`config.mk`:
```
export PLATFORM = sky130hd
export DESIGN_NAME = pipe_skid_stage
export DESIGN_NICKNAME = d
export VERILOG_FILES = /design/src/rtl/pipe_pkg.sv /design/src/rtl/pipe_data_reg.sv /design/src/rtl/pipe_skid_stage.sv
export SDC_FILE = /design/constraint.sdc
export NUM_CORES = 1
export LEC_CHECK = 0
export ABC_AREA = 1
export CORE_ASPECT_RATIO = 0.7
export CORE_MARGIN = 3
export CORE_UTILIZATION = 51
export CTS_BUF_LIST = sky130_fd_sc_hd__clkbuf_4
export DETAILED_ROUTE_END_ITERATION = 6
export PLACE_DENSITY = 0.94
export SKIP_LAST_GASP = 1
export SYNTH_ARGS = -nofsm -noshare
export SYNTH_HDL_FRONTEND = slang
export SYNTH_SLANG_ARGS = --single-unit
```
`constraint.sdc`:
```
create_clock -name clk -period 1.6 [get_ports clk]
set_input_delay 0.48 -clock clk [delete_from_list [all_inputs] [get_ports clk]]
set_output_delay 0.48 -clock clk [all_outputs]
set_load 0.05 [all_outputs]
```
`src/rtl/pipe_pkg.sv`:
```
// Shared types and constants for the pipe skid stage.
//
// Contents:
//   pipe_state_t : occupancy state of the two-entry stage (EMPTY, ONE, TWO)
//   PIPE_OCC_W   : width of the occupancy output
package pipe_pkg;

    localparam int PIPE_OCC_W = 2;

    // The encoding is chosen to equal the number of held entries, so the
    // occupancy output is a direct decode of the state register.
    typedef enum logic [1:0] {
        EMPTY = 2'd0,
        ONE   = 2'd1,
        TWO   = 2'd2
    } pipe_state_t;

endpackage

```
`src/rtl/pipe_data_reg.sv`:
```
// W-bit payload register with load enable and synchronous active-low reset.
//
// Ports:
//   clk   : clock, rising edge
//   reset : synchronous reset, active low; loads RESET_VAL
//   en_i  : load enable
//   d_i   : next value, loaded when en_i=1
//   q_o   : registered value
module pipe_data_reg #(
    parameter int unsigned   W         = 32,
    parameter logic [W-1:0]  RESET_VAL = '0
) (
    input  logic         clk,
    input  logic         reset,
    input  logic         en_i,
    input  logic [W-1:0] d_i,
    output logic [W-1:0] q_o
);

    logic [W-1:0] data_q;

    always_ff @(posedge clk) begin
        if (!reset) begin
            data_q <= RESET_VAL;
        end else if (en_i) begin
            data_q <= d_i;
        end
    end

    assign q_o = data_q;

endmodule

```
`src/rtl/pipe_skid_stage.sv`:
```
// Two-entry pipeline skid stage: a main (head) register feeding out_data and a
// skid register that catches one extra entry while the downstream stalls.
// in_ready and out_valid are decoded from the state register only, so no
// combinational path exists from in_valid or out_ready to any output.
//
// Handshake: an entry moves on a port in a cycle where valid and ready are both
// 1 at the rising edge; valid is held with stable data until that happens, and
// ready may be asserted independently of valid.
//
// Build option: define PIPE_SKID_PERF_EN to add the stall_cnt port, a
// saturating count of cycles with out_valid=1 and out_ready=0.
//
// Ports:
//   clk       : clock, rising edge
//   reset     : synchronous reset, active low (priority over everything)
//   flush     : drop all held entries this cycle
//   in_valid  / in_ready  / in_data  : upstream handshake and payload
//   out_valid / out_ready / out_data : downstream handshake and head payload
//   occupancy : number of held entries, 0..2 (mirrors the state register)
//   stall_cnt : back-pressure cycle count (PIPE_SKID_PERF_EN only)
module pipe_skid_stage
    import pipe_pkg::*;
#(
    parameter int unsigned  W         = 32,
    parameter logic [W-1:0] RESET_VAL = '0,
    parameter int unsigned  CNT_W     = 16
) (
    input  logic                  clk,
    input  logic                  reset,
    input  logic                  flush,
    input  logic                  in_valid,
    output logic                  in_ready,
    input  logic [W-1:0]          in_data,
    output logic                  out_valid,
    input  logic                  out_ready,
    output logic [W-1:0]          out_data,
    output logic [PIPE_OCC_W-1:0] occupancy
`ifdef PIPE_SKID_PERF_EN
    ,
    output logic [CNT_W-1:0]      stall_cnt
`endif
);

    if (W < 1 || CNT_W < 1) begin : g_bad_param
        $error("pipe_skid_stage: W and CNT_W must be at least 1");
    end

    pipe_state_t  state_q;
    pipe_state_t  state_d;
    logic         in_fire;
    logic         out_fire;
    logic         main_en;
    logic         main_from_skid;
    logic         skid_en;
    logic [W-1:0] main_q;
    logic [W-1:0] skid_q;
    logic [W-1:0] main_d;

    assign in_ready  = (state_q != TWO);
    assign out_valid = (state_q != EMPTY);
    assign in_fire   = in_valid & in_ready;
    assign out_fire  = out_valid & out_ready;

    always_ff @(posedge clk) begin
        if (!reset) begin
            state_q <= EMPTY;
        end else begin
            state_q <= state_d;
        end
    end

    always_comb begin
        state_d        = state_q;
        main_en        = 1'b0;
        main_from_skid = 1'b0;
        skid_en        = 1'b0;
        case (state_q)
            EMPTY: begin
                if (in_fire) begin
                    main_en = 1'b1;
                    state_d = ONE;
                end
            end
            ONE: begin
                if (in_fire && out_fire) begin
                    // Head leaves and the new entry replaces it in place.
                    main_en = 1'b1;
                end else if (in_fire) begin
                    skid_en = 1'b1;
                    state_d = TWO;
                end else if (out_fire) begin
                    state_d = EMPTY;
                end
            end
            TWO: begin
                // in_ready is low here, so only the head can move.
                if (out_fire) begin
                    main_en        = 1'b1;
                    main_from_skid = 1'b1;
                    state_d        = ONE;
                end
            end
            default: begin
                state_d = EMPTY;
            end
        endcase
        // Flush empties the stage but leaves both data registers untouched;
        // an accepted input this cycle is simply discarded.
        if (flush) begin
            state_d = EMPTY;
            main_en = 1'b0;
            skid_en = 1'b0;
        end
    end

    assign main_d = main_from_skid ? skid_q : in_data;

    pipe_data_reg #(
        .W         (W),
        .RESET_VAL (RESET_VAL)
    ) u_main_reg (
        .clk   (clk),
        .reset (reset),
        .en_i  (main_en),
        .d_i   (main_d),
        .q_o   (main_q)
    );

    pipe_data_reg #(
        .W         (W),
        .RESET_VAL (RESET_VAL)
    ) u_skid_reg (
        .clk   (clk),
        .reset (reset),
        .en_i  (skid_en),
        .d_i   (in_data),
        .q_o   (skid_q)
    );

    assign out_data = main_q;

    always_comb begin
        occupancy = PIPE_OCC_W'(0);
        case (state_q)
            ONE:     occupancy = PIPE_OCC_W'(1);
            TWO:     occupancy = PIPE_OCC_W'(2);
            default: occupancy = PIPE_OCC_W'(0);
        endcase
    end

`ifdef PIPE_SKID_PERF_EN
    logic [CNT_W-1:0] stall_cnt_q;
    logic [CNT_W-1:0] stall_cnt_d;

    // Saturating count; flush does not clear it, only reset does.
    always_comb begin
        stall_cnt_d = stall_cnt_q;
        if (out_valid && !out_ready && (stall_cnt_q != {CNT_W{1'b1}})) begin
            stall_cnt_d = stall_cnt_q + CNT_W'(1);
        end
    end

    always_ff @(posedge clk) begin
        if (!reset) begin
            stall_cnt_q <= '0;
        end else begin
            stall_cnt_q <= stall_cnt_d;
        end
    end

    assign stall_cnt = stall_cnt_q;
`endif

endmodule

```
; Yosys cells after proc, flatten, opt, wreduce, memory -nomap -nowiden
; Cells that the tools add are included.
[totals]
ff_bits = 66
in_bits = 37
out_inout_bits = 36
elab_cells = 35
[classes]
eq_ne = 7
n_mux = 17
bitwise_logic = 3
reduce_logical = 5
[ops]
columns = operator, count
row1 = $mux 32, 1
row2 = $mux 2, 5
row3 = $mux 1, 8
row4 = $ne 2x2->1 const B, 4
row5 = $pmux 2 s3, 1
row6 = $pmux 2 s2, 1
row7 = $reduce_and 4->1, 1
row8 = $ne 3x3->1 const B, 1
row9 = $pmux 1 s3, 1
row10 = $and 1x1->1, 2
row11 = $eq 2x1->1 const B, 1
row12 = $eq 2x2->1 const B, 1
row13 = $logic_not 2->1, 1
row14 = $reduce_bool 2->1, 1
row15 = $reduce_or 2->1, 1
row16 = $logic_and 1x1->1, 1
row17 = $not 1->1, 1

; Logic depth before layout (Yosys ltp)
; Gate-level depths: netlist of the first run.
[depth]
ltp_word = 6
depth_mapped = 9
depth_no_buf = 8

; Cells and area by module
; Synthesis of the first run repeated with hierarchy kept, for this count alone.
[hier_totals]
cells_unflattened = 534
area_unflattened_um2 = 3373.2
[by_module_without_submodules]
columns = mod, instances, cells_per_inst, area_per_inst_um2, seq_area_each_um2
row1 = pipe_data_reg, 2, 202, 1335.0, 640.6
row2 = pipe_skid_stage, 1, 130, 703.2, 40.0

; Least setup slack after synthesis of the first run
; No wires, ideal clock.
[synth_path]
path_type = reg-to-output
from = register state_q[0]
to = output occupancy[1]
arrival_time_ns = 1.163
required_ns = 1.120
slack_ns = -0.043
stages_incl_launch_ff = 4
path_buffers = 0
path_cell_list = dfxtp_1 > inv_1 > nand2_1 > inv_1
[synth_via]
elab_chain_cells = 2
word_cells_on_any_way = 3
cone_classes = eq/ne (2) / mux (1)
[synth_lines]
columns = item, line_no
row1 = start: declaration, pipe_skid_stage.sv:48  ; pipe_state_t state_q;
row2 = start signal: assignment, pipe_skid_stage.sv:68  ; state_q <= state_d;
row3 = $eq 2x2->1 or $eq 2x1->1 (tied branches), pipe_skid_stage.sv:144  ; case (state_q)
row4 = $pmux 2 s2 (*), pipe_skid_stage.sv:144
row5 = end: declaration, pipe_skid_stage.sv:37  ; output logic [PIPE_OCC_W-1:0] occupancy
; Every way passes the cells marked *; elsewhere a longest branch is shown, timed or not.

; Worst setup path after layout of the first run
[layout_path]
from = register state_q[1]
to = output out_valid
[layout_via]
elab_chain_cells = 1
[layout_lines]
columns = item, line_no
row1 = $reduce_bool 2->1, pipe_skid_stage.sv:60  ; assign out_valid = (state_q != EMPTY);
row2 = end: declaration, pipe_skid_stage.sv:34  ; output logic out_valid,
; No other way between the ends.

==> results by group, run 1 <==
Status
  – Status: finished with violations
  – Violated checks: setup timing

Critical path
  – Peak per-stage delay on the critical path: 0.39 ns
  – Startpoint Class: register
  – Req. time, crit path: 1.12 ns
  – Family with the most delay on the worst path: flip-flops
  – CP arrival: 1.17 ns
  – Reg2reg end: u_main_reg.q_o[31]
  – Crit Path Class: register to output pin
  – R2R Setup Slk: 0.23 ns
  – Reg2Reg Launch Point: state_q[0]
  – CP endpoint kind: output pin
  – Buffers & Inverters on Critical Path: 1
  – Critical path's slowest cell: dfxtp_4
  – Worst-path maximum fanout: 5
  – Worst reg2reg path depth: 8
  – CP cell instances: or2_4 > buf_8

Clocking
  – CTS root buffer: clkbuf_4
  – Clock-pin transition on the worst setup and hold timing paths: 0.11 ns
  – Hold Buf Count CTS: 0
  – H-tree levels: 3
  – Total clock buffers created by CTS: 9
  – Worst skew pair latency: 0.40 ns
  – Clock Tree Buf Depth: 2
  – CTS tree: built
  – Clock sink count: 66

Synthesis
  – Main synth FF type: dfxtp_1
  – Synth warnings: 0
  – Synth top area cells: dfxtp_1 44%, nor2_1 16%, nand2_1 13%
  – Post-synth EDFFs: 0
  – Yosys top cell area share: 43.6%
  – Ys async rst share: 0%
  – Avg Cell Area, Syn: 6.49 µm²
  – Most common library cells after synthesis: 130 x nor2_1, 101 x nand2_1, 70 x inv_1
  – Netlist cell types: 18
  – #FFs+latches synth: 66
  – Cells after Synth: 467
  – Top cell type by total area after synthesis: dfxtp_1
  – Post-Syn Nets: 504
  – Count leader, synth: nor2_1
  – Mapped Area: 3030 µm²
  – Post-synthesis sequential area ratio: 43.6%

Detailed routing
  – Routed WL per cell: 11.9 µm
  – DR iter-0 viols: 233
  – Routed Antenna Nets: 0
  – # DRC: 0
  – DR vias: 2,945
  – Via density: 4.84
  – Routed wire length: 7270 µm
  – First-pass DRT Iterations: 4

STA
  – FMAX: 604 MHz
  – Tmin final: 1.65 ns
  – Worst slew pin tran: 0.337 ns
  – Tcrit/Tclk final: 103%
  – Worst Skew: 0.0123 ns
  – Final WS setup: -0.0549 ns
  – Worst slew margin: 77.5%
  – Slew Viols, Final: 0
  – Final setup TNS: -0.0947 ns
  – Hold Fails Final Rpt: 0
  – Unrepaired setup endpoints after global routing: yes
  – Final setup fails: 2

Placed design
  – Number of port buffers: 72
  – Placer Congestion: 0.802
  – Final HPWL DP: 4860 µm
  – Worst slack, placed: -0.353 ns
  – Placed Area: 4110 µm²

Min path
  – Worst hold path type: register to register
  – Min-delay src: u_skid_reg.q_o[10]
  – Worst hold stages: 2
  – Sink of the worst hold path: u_skid_reg.q_o[10]

Power and ir drop
  – Leakage: 2.02 nW
  – Power per Cell Area: 813 nW/µm²
  – Final Power: 3.46 mW
  – Peak VDD IR: 0.618 mV

Global routing
  – Vias in the first global route: 2,855
  – Initial antenna violation count: 0
  – Largest net degree at the start of global routing: 66
  – GRT overflow: 0
  – Gr usage total: 21.9%
  – First-pass GRT wire length: 12,500 µm

Die
  – Core Rows: 22
  – DIE AREA: 6920 µm²
  – Die H: 70.5 µm
  – Initial Util: 55.3%
  – Core area: 5480 µm²
  – Chip Width: 98.2 µm
  – Top Ports: 73

Layout
  – Layout cells sized above 1: 13.2%
  – Final Cell Area: 4260 µm²
  – Multi-input gate area: 1280 µm²
  – Fillers: 398
  – Antenna diodes: 0
  – Final Util: 77.7%
  – Layout Nets: 570
  – Register area: 1330 µm²
  – Area grow syn2layout: 40.4%

Run
  – Number of max-cap violations: 0
==> sequential cells by signal (all words and copies together) (netlist names) <==
| signal | cells |
|---|---|
| u_skid_reg.q_o | 32 |
| state_q | 2 |
| u_main_reg.q_o | 32 |
==> per-layer routing <==
layer / vias up / track usage, % / wire, µm
met5: - / 0 / 0
met4: 0 / 5.00 / 48
met3: 7 / 8.48 / 568
met2: 92 / 38.3 / 3560
met1: 1325 / 25.4 / 3090
li1: 1521 / - / -
==> where the power goes <==
| group | internal [mW] | switching, mW | total [mW] |
|---|---|---|---|
| Sequential | 1.71 | 0.0687 | 1.78 |
| Clock | 0.286 | 0.564 | 0.849 |
| Combinational | 0.398 | 0.434 | 0.833 |
==> tightest hold or removal path, delay by kind of cell (launching register included) <==
family / cells / cell delay [ns]
flops: 1 / 0.35
compound gates: 1 / 0.07
simple gates: 1 / 0.07
==> repair_timing <==
item | CTS | global route
endpoints found under the setup margin | 4 | 8
gates resized for setup | 10 | 5
pin swaps | 2 | 1
setup buffers | 2 | 0
==> logic make-up (layout without fill, tap and decap cells) <==
kind of cell / Yosys count / after routing / synth area share (%)
simple gates: 238 / 238 / 30.5
buf+inv: 97 / 167 / 14.9
flops: 66 / 66 / 43.6
compound gates: 66 / 66 / 11.1
==> how the worst max path moves through the flow <==
| stage | startpoint | endpoint | slack, ns | depth (start not counted) |
|---|---|---|---|---|
| 2_1_floorplan | state_q[0] | occupancy[0] | 0.009 | 2 |
| 3_3_place_gp | in_valid | u_skid_reg.q_o[11] | -0.25 | 8 |
| 3_5_place_dp | in_valid | u_skid_reg.q_o[4] | -0.35 | 8 |
| 4_1_cts | state_q[1] | out_valid | -0.06 | 2 |
| 5_1_grt | state_q[0] | occupancy[1] | -0.12 | 4 |
| 6_report | state_q[1] | out_valid | -0.05 | 2 |
==> cell type report <==
class	count	share of cell area, %
clock buffer	9	1.59
sequential	66	31.2
tap	72	2.12
inverter	71	6.47
timing repair buffer	81	27.9
multi-input combinational	304	30.1
clock inverter	6	0.588
==> through the flow <==
stage | hold WS, ns | instances
3_5_place_dp | 0.492 | 592
5_1_grt | 0.512 | 609
6_report | 0.518 | 609
4_1_cts | 0.517 | 609
3_3_place_gp | 0.476 | 592
2_1_floorplan | 0.463 | 467
==> cells in the final DEF, fill, tap and decap left out <==
cell | netlist | final
inv_4 | 0 | 2
nand2_2 | 2 | 2
buf_8 | 0 | 1
nor2_2 | 0 | 1
nand2_4 | 1 | 2
nor2_4 | 1 | 2
clkinvlp_4 | 0 | 1
dfxtp_1 | 66 | 64
dfxtp_4 | 0 | 2
nand2_1 | 101 | 100
buf_12 | 0 | 39
and3_1 | 1 | 1
clkbuf_4 | 0 | 9
nor2_1 | 130 | 128
or2_4 | 0 | 1
buf_2 | 9 | 1
o21ai_0 | 28 | 28
buf_4 | 0 | 5
o21ai_1 | 36 | 36
inv_1 | 70 | 68
clkinv_2 | 0 | 2
nand3_2 | 1 | 1
clkinv_1 | 0 | 4
a211oi_1 | 1 | 1
clkdlybuf4s50_1 | 0 | 35
o21bai_1 | 1 | 1
Power figures use the tool's default switching activity.
==> run 2: changes to the inputs <==
--- a/config.mk
+++ b/config.mk
@@ -12,6 +12,7 @@
 export CTS_BUF_LIST = sky130_fd_sc_hd__clkbuf_4
 export DETAILED_ROUTE_END_ITERATION = 6
 export PLACE_DENSITY = 0.94
+export SETUP_SLACK_MARGIN = 0.2
 export SKIP_LAST_GASP = 1
 export SYNTH_ARGS = -nofsm -noshare
 export SYNTH_HDL_FRONTEND = slang
==> results by group, run 2 (synthesis results as in run 1) <==
Detailed routing
  – Routed WL per cell: 23.4 µm
  – Routed wire length: 14,900 µm
  – First-pass DRT Iterations: 7
  – Routed Antenna Nets: 0
  – Via density: 6.28
  – DR vias: 4,015
  – DR iter-0 viols: 590
  – # DRC: 10

Layout
  – Layout cells sized above 1: 42.3%
  – Most frequent cells in the layout: 90 x nor2_1, 66 x inv_1, 66 x nand2_1, 42 x buf_12, 33 x clkdlybuf4s50_1
  – Final Util: 97.3%
  – Antenna diodes: 0
  – Fillers: 84
  – Fin cells: 639
  – Area grow syn2layout: 75.7%
  – Layout Nets: 600
  – Most common cell after layout, fill and taps aside: nor2_1

Critical path
  – CP endpoint kind: output pin
  – CP arrival: 1.25 ns
  – Crit Path Class: register to output pin
  – Startpoint Class: register
  – Worst reg2reg path depth: 8
  – Req. time, crit path: 1.12 ns
  – Worst-path maximum fanout: 3

Die
  – Core area: 5480 µm²
  – Chip Width: 98.2 µm
  – Initial Util: 55.3%
  – Die H: 70.5 µm
  – Core Rows: 22
  – Top Ports: 73
  – DIE AREA: 6920 µm²

Clocking
  – Worst skew pair latency: 0.44 ns
  – CTS root buffer: clkbuf_4
  – Total clock buffers created by CTS: 9
  – Clock-pin transition on the worst setup and hold timing paths: 0.12 ns
  – CTS tree: built
  – Clock sink count: 66
  – H-tree levels: 3
  – Clock Tree Buf Depth: 2
  – Hold Buf Count CTS: 0

Global routing
  – First-pass GRT wire length: 13,800 µm
  – Gr usage total: 24.8%
  – Largest net degree at the start of global routing: 65
  – Initial antenna violation count: 0
  – GRT overflow: 0
  – Vias in the first global route: 3,070

Power and ir drop
  – Leakage: 2.29 nW
  – Peak VDD IR: 0.573 mV
  – Power per Cell Area: 758 nW/µm²

Min path
  – Worst hold stages: 3
  – Worst hold path type: input port to register

STA
  – Final WS setup: -0.134 ns
  – FMAX: 577 MHz
  – Worst Skew: 0.0132 ns
  – Final setup fails: 9
  – Unrepaired setup endpoints after global routing: yes
  – Tmin final: 1.73 ns
  – Slew Viols, Final: 0
  – Hold Fails Final Rpt: 0
  – Worst slew pin tran: 0.516 ns
  – Tcrit/Tclk final: 108%
  – Worst slew margin: 65.6%

Placed design
  – Placer Congestion: 0.802
  – Worst slack, placed: -0.360 ns
  – Final HPWL DP: 5030 µm
  – Number of port buffers: 72
  – Placed Cells: 595

Status
  – Status: finished with violations
  – Violated checks: DRC, setup timing

Run
  – Number of max-cap violations: 0
## run 2: cell count changes in the layout (fill, tap and decap cells not counted), sizes merged
cell           delta
buf              +21
clkbuf            +8
clkdlybuf4s50     -2
dlygate4sd2       +2
bufinv            +1
clkinv            -1
inv               +1
## run 2: worst max-delay path: stages (launching register included)
cell,delay (ns)
dfxtp_4,0.39
inv_4,0.05
nor2_2,0.20
buf_12,0.17
## run 2: stage by stage
step / setup TNS (ns) / hold WS (ns) / cell area, µm² / power (mW)
after global routing: -1.40 / 0.512 / 5330 / 4.11
final: -0.590 / 0.513 / 5330 / 4.04
after CTS: -0.228 / 0.432 / 4550 / 3.70
after floorplan: 0 / 0.463 / 3040 / 2.21
after global placement: -14.15 / 0.478 / 4140 / 2.63
after detailed placement: -18.28 / 0.487 / 4140 / 2.65
## run 2: per-layer routing
layer | vias up | GRT usage, % | part of all wire [%]
met5 | - | 0 | 0
met4 | 0 | 9.09 | 9.1
met3 | 160 | 8.58 | 13
met2 | 469 | 43.5 | 45
met1 | 1795 | 28.2 | 32
li1 | 1591 | - | -
## run 2: final timing paths
path / startpoint / to / slack (ns)
setup reg to reg: state_q[1] / u_skid_reg.q_o[24] / -0.10
hold reg to reg: u_skid_reg.q_o[8] / u_skid_reg.q_o[8] / 0.55
hold / removal: reset / u_main_reg.q_o[11] / 0.51
setup / recovery: state_q[0] / occupancy[0] / -0.13
## run 2: final cells by class
class | instances | area (µm²) | area share (%)
Timing Repair inverter | 2 | 27.5 | 0.517
Multi-Input combinational cell | 304 | 1750 | 32.8
Clock buffer | 10 | 75.1 | 1.41
Timing Repair Buffer | 109 | 1670 | 31.3
Clock inverter | 5 | 46.3 | 0.869
Sequential cell | 66 | 1370 | 25.7
Inverter | 71 | 299 | 5.61
Tap cell | 72 | 90.1 | 1.69
## run 2: where the power goes
part           internal (mW)  switching [mW]
clock network          0.468           0.648
logic                  0.498           0.620
registers               1.72          0.0831
## run 2: timing repair
item | 4_1_cts | 5_1_grt
pin swaps | 11 | 56
resized for setup | 65 | 173
endpoints found under the setup margin | 83 | 99
buffers inserted | 11 | 4
gates cloned | 3 | 11
